===== config.mk =====
export PLATFORM = sky130hd
export DESIGN_NAME = aes_encryption
export DESIGN_NICKNAME = d
export VERILOG_FILES = /design/src/rtl/aes_encryption.sv
export SDC_FILE = /design/constraint.sdc
export NUM_CORES = 2
export LEC_CHECK = 0
export BUFFER_PORTS_ARGS = -buffer_cell sky130_fd_sc_hd__buf_2
export CAP_MARGIN = 20
export CORE_MARGIN = 2
export CORE_UTILIZATION = 30
export DETAILED_ROUTE_END_ITERATION = 8
export PLACE_DENSITY = 0.46
export SLEW_MARGIN = 5
export SYNTH_ARGS = -nofsm -noshare
export SYNTH_HDL_FRONTEND = slang
export SYNTH_SLANG_ARGS = --single-unit

===== constraint.sdc =====
create_clock -name clk -period 6.15 [get_ports clk]
set_input_delay 0.615 -clock clk [delete_from_list [all_inputs] [get_ports clk]]
set_output_delay 0.615 -clock clk [all_outputs]
set_load 0.1 [all_outputs]

===== src/rtl/aes_encryption.sv =====
// aes_encryption: iterative AES-128 encryptor, one round per clock.
// The plaintext is whitened with round key 0 at acceptance; keys 1..10 are read from an external store.
module aes_encryption (
  input  logic         clk,
  input  logic         rst,
  input  logic         in_valid,
  output logic         in_ready,
  input  logic [127:0] in_data,
  input  logic [127:0] round_key_0,
  output logic [3:0]   round_key_addr,
  input  logic [127:0] round_key_input,
  output logic         out_valid,
  input  logic         out_ready,
  output logic [127:0] out_data,
  output logic         busy
);
  localparam logic [2047:0] SBOX = {
    128'h637c777bf26b6fc53001672bfed7ab76, 128'hca82c97dfa5947f0add4a2af9ca472c0,
    128'hb7fd9326363ff7cc34a5e5f171d83115, 128'h04c723c31896059a071280e2eb27b275,
    128'h09832c1a1b6e5aa0523bd6b329e32f84, 128'h53d100ed20fcb15b6acbbe394a4c58cf,
    128'hd0efaafb434d338545f9027f503c9fa8, 128'h51a3408f929d38f5bcb6da2110fff3d2,
    128'hcd0c13ec5f974417c4a77e3d645d1973, 128'h60814fdc222a908846eeb814de5e0bdb,
    128'he0323a0a4906245cc2d3ac629195e479, 128'he7c8376d8dd54ea96c56f4ea657aae08,
    128'hba78252e1ca6b4c6e8dd741f4bbd8b8a, 128'h703eb5664803f60e613557b986c11d9e,
    128'he1f8981169d98e949b1e87e9ce5528df, 128'h8ca1890dbfe6426841992d0fb054bb16};
  typedef enum logic [1:0] {IDLE, ROUND, DONE} state_t;
  state_t       r_state;
  logic [127:0] r_block;
  logic [3:0]   r_round;
  logic         r_in_ready, r_out_valid, r_busy;
  logic [127:0] w_sr, w_mc, w_next;
  function automatic logic [7:0] sb(input logic [7:0] x);
    return SBOX[{~x, 3'b000} +: 8];
  endfunction
  function automatic logic [7:0] xt(input logic [7:0] x);
    return {x[6:0], 1'b0} ^ (x[7] ? 8'h1b : 8'h00);
  endfunction
  function automatic logic [31:0] mix(input logic [31:0] a);
    logic [7:0] a0, a1, a2, a3;
    {a0, a1, a2, a3} = a;
    return {xt(a0) ^ xt(a1) ^ a1 ^ a2 ^ a3, a0 ^ xt(a1) ^ xt(a2) ^ a2 ^ a3,
            a0 ^ a1 ^ xt(a2) ^ xt(a3) ^ a3, xt(a0) ^ a0 ^ a1 ^ a2 ^ xt(a3)};
  endfunction
  // Byte 4c+r sits at row r, column c; ShiftRows pulls row r from column c+r.
  always_comb begin
    w_sr = '0;
    w_mc = '0;
    for (int c = 0; c < 4; c++) begin
      for (int r = 0; r < 4; r++)
        w_sr[127-8*(4*c+r) -: 8] = sb(r_block[127-8*(4*((c+r)%4)+r) -: 8]);
      w_mc[127-32*c -: 32] = mix(w_sr[127-32*c -: 32]);
    end
    w_next = ((r_round == 4'd10) ? w_sr : w_mc) ^ round_key_input;
  end
  always_ff @(posedge clk or posedge rst) begin
    if (rst) begin
      r_state     <= IDLE;
      r_block     <= '0;
      r_round     <= '0;
      r_in_ready  <= 1'b1;
      r_out_valid <= 1'b0;
      r_busy      <= 1'b0;
    end else begin
      case (r_state)
        IDLE: if (in_valid) begin
          r_block    <= in_data ^ round_key_0;
          r_round    <= 4'd1;
          r_state    <= ROUND;
          r_in_ready <= 1'b0;
          r_busy     <= 1'b1;
        end
        ROUND: begin
          r_block <= w_next;
          if (r_round == 4'd10) begin
            r_state     <= DONE;
            r_out_valid <= 1'b1;
          end else r_round <= r_round + 4'd1;
        end
        DONE: if (out_ready) begin
          r_state     <= IDLE;
          r_out_valid <= 1'b0;
          r_busy      <= 1'b0;
          r_in_ready  <= 1'b1;
        end
        default: r_state <= IDLE;
      endcase
    end
  end
  assign in_ready       = r_in_ready;
  assign out_valid      = r_out_valid;
  assign busy           = r_busy;
  assign out_data       = r_block;
  assign round_key_addr = (r_state == ROUND) ? r_round : 4'd0;
endmodule


==> metrics.txt <==
setup TNS=0 ps; Final Setup Violations=0; GP Congestion=approximately 1.0; initial antenna violation count=29; Data arrival, critical path=6060 ps; # DRC=0; Wirelength per Cell=32.9 µm; Clock Tree Root=clkbuf_16; final wirelength=419 mm; Fmax achieved=around 180 MHz; largest area contributor in the netlist=mux4_2; synth-to-layout area growth=7.02%; post-cts gate resize count=0; total gr overflow=0; ranking of synthesized cells by area=mux4_2 (7.5%), o21ai_0 (6.2%), a21oi_1 (5.7%); Clk pin slew, worst setup/hold paths=~90 ps; post-synth top area share=7.53%; TritonCTS Buffers=17; Slew @ Worst Pin=around 1300 ps; Reg-to-Reg Start=out_data[113]; share of flip-flops with an asynchronous set or reset=100%; number of fill cells=25000; Total Routing Usage GR=34.1%; worst setup path endpoint=out_data[7]; RR Endpoint=out_data[7]; Die Span X=483 µm; row count=175; Detailed Route Iter0 Violations=15600; global-route wire length before repair=598 mm; #FFs+latches synth=137; die height=483 µm; Post-Route Skew=26.5 ps; number of setup buffers added after CTS=0; Distinct cells, synth=118; CP endpoint kind=flop; H-tree depth=4; antenna viol nets, final=0; Slew Limit Fails=0; Pre-antenna DRT Iters=7; Rel. slew slack=between 15 and 20%; RSZ-0062 raised after global routing=no; CTS Sinks=137; TritonCTS clock tree=built; sequential area share after synthesis=~5.0%; Worst Path Required=~6600 ps; EDFF count, synth=0; Post-DP HPWL=301 mm; ys flop type=dfrtp_1; number of I/O pins=roughly 520; vias=between 80000 and 90000; R2R Setup Slk=520 ps; Final Hold Fails=0; CORE AREA=~230000 µm²; CTS Buffer Depth=2; Worst Path Max Fanout=33; Reg area=3560 µm²; pin count of the biggest net entering global routing=157; min Tclk post-route=5630 ps; Clk Latency, worst-skew pair=580 ps; Port Buffer Count=522; R2R cell count=14; Initial Utilization=between 30 and 40%; Final Net Count=10300; Die Area=about 230000 µm²; startpoint types=flop; # hold bufs at CTS=0; outcome=finished clean; vias in the first global route=79900; share of cells above drive strength 1=between 15 and 20%; Crit Path Class=flop to flop; Avg Cell Area, Syn=6.90 µm²; vias per inst=6.89; Synth Instances=~10000; Final Cycle Share=between 90% and 100%; synth warn=0; Setup crit start=out_data[113]; multi-input gate area in the final layout=59400 µm²; mapped cell area=around 69000 µm²; worst hold path type=input pin to async pin; syn nets=10600; max-cap violations=0
==> logic make-up (layout without fill, tap and decap cells) <==
family | count (synthesis) | in the layout | synth area share, %
adder cells (fa/ha/maj) | 237 | 237 | 4.31
AND/OR/NAND/NOR | 3283 | 3283 | 23.8
buffers and inverters | 1385 | 1110 | 8.76
AO/OA/AOI/OAI | 3797 | 3797 | 37.4
other | 0 | 19 | 0
multiplexers | 432 | 432 | 10.6
flip-flops | 137 | 137 | 4.98
XOR/XNOR | 698 | 698 | 10.1
==> synth_stat cells, types with 136 or more instances <==
master,count
nand2b_1,338
a211oi_1,224
nor3_1,332
o21ai_0,846
nor2b_1,300
xnor2_1,383
ha_1,236
mux2i_1,152
a31oi_1,198
o311ai_0,152
nand3_1,298
inv_1,147
o211ai_1,202
dfrtp_1,136
nor2_1,724
a311oi_1,138
nand2_1,729
a21oi_1,789
xor2_1,252
clkbuf_1,622
mux4_2,230
buf_2,402
==> worst max-delay path: stages, from the launching register on <==
cell,delay (ps)
dfrtp_1,350
buf_4,370
ha_1,770
nand2b_1,450
a21oi_1,270
a211oi_1,110
a2111oi_0,600
a21oi_1,90
o22a_1,400
xnor2_2,400
xnor3_1,380
mux2i_1,550
mux2i_1,440
buf_4,210
o211ai_1,90
==> area by class of cell <==
| type | instances | share of cell area [%] |
|---|---|---|
| multi-input combinational | 8447 | 80.7 |
| timing repair buffer | 890 | 7.55 |
| tap | 3009 | 5.11 |
| sequential | 137 | 4.84 |
| inverter | 188 | 0.969 |
| clock buffer | 19 | 0.615 |
| clock inverter | 13 | 0.158 |
| antenna | 19 | 0.0646 |
==> state kept, by name, summed over array words and instances, names as in the netlist <==
register and flops:
r_state 2, in_ready 1, r_round 4, out_valid 1, busy 1, out_data 128
==> metrics by stage <==
| stage | area [µm²] | instances | utilization [%] | worst slack (ps) | hold WS (ps) |
|---|---|---|---|---|---|
| finish | 73600 | 12700 | 32.3 | 519 | 44.1 |
| global route | 73600 | 12700 | 32.3 | 401 | 94.6 |
| CTS | 73500 | 12700 | 32.3 | 681 | 93.7 |
| detailed placement | 73000 | 12700 | 32.0 | 710 | 554 |
| global placement | 73000 | 12700 | 32.0 | 629 | 526 |
| floorplan | 68800 | 9969 | - | 965 | 520 |
==> metal layers <==
| metal | track usage [%] | routed length [µm] |
|---|---|---|
| met5 | 0 | 90 |
| met4 | 20.0 | 30600 |
| met2 | 50.8 | 177000 |
| met1 | 45.0 | 164000 |
| met3 | 7.29 | 46800 |
==> how the worst min path moves through the flow <==
| stage | start | endpoint | depth (start not counted) |
|---|---|---|---|
| 6_report | rst | out_data[124] | 2 |
| 5_1_grt | rst | out_data[125] | 2 |
| 4_1_cts | rst | out_data[125] | 2 |
| 3_5_place_dp | out_valid | out_valid | 2 |
| 3_3_place_gp | out_valid | out_valid | 2 |
| 2_1_floorplan | r_round[3] | r_round[3] | 2 |
==> layout by cell type, fill, tap and decap left out, types with 230 or more instances in the layout <==
cell type and instances:
xor2_1 252, nor2b_1 300, buf_2 522, nor3_1 332, nand3_1 297, nor2_1 719, buf_4 353, o21ai_0 846
a21oi_1 789, nand2_1 727, ha_1 236, nand2b_1 337, mux4_2 230, xnor2_1 383
Power is not shown: default switching activity piles up to over one toggle a cycle in this logic, so the estimate is an artifact.
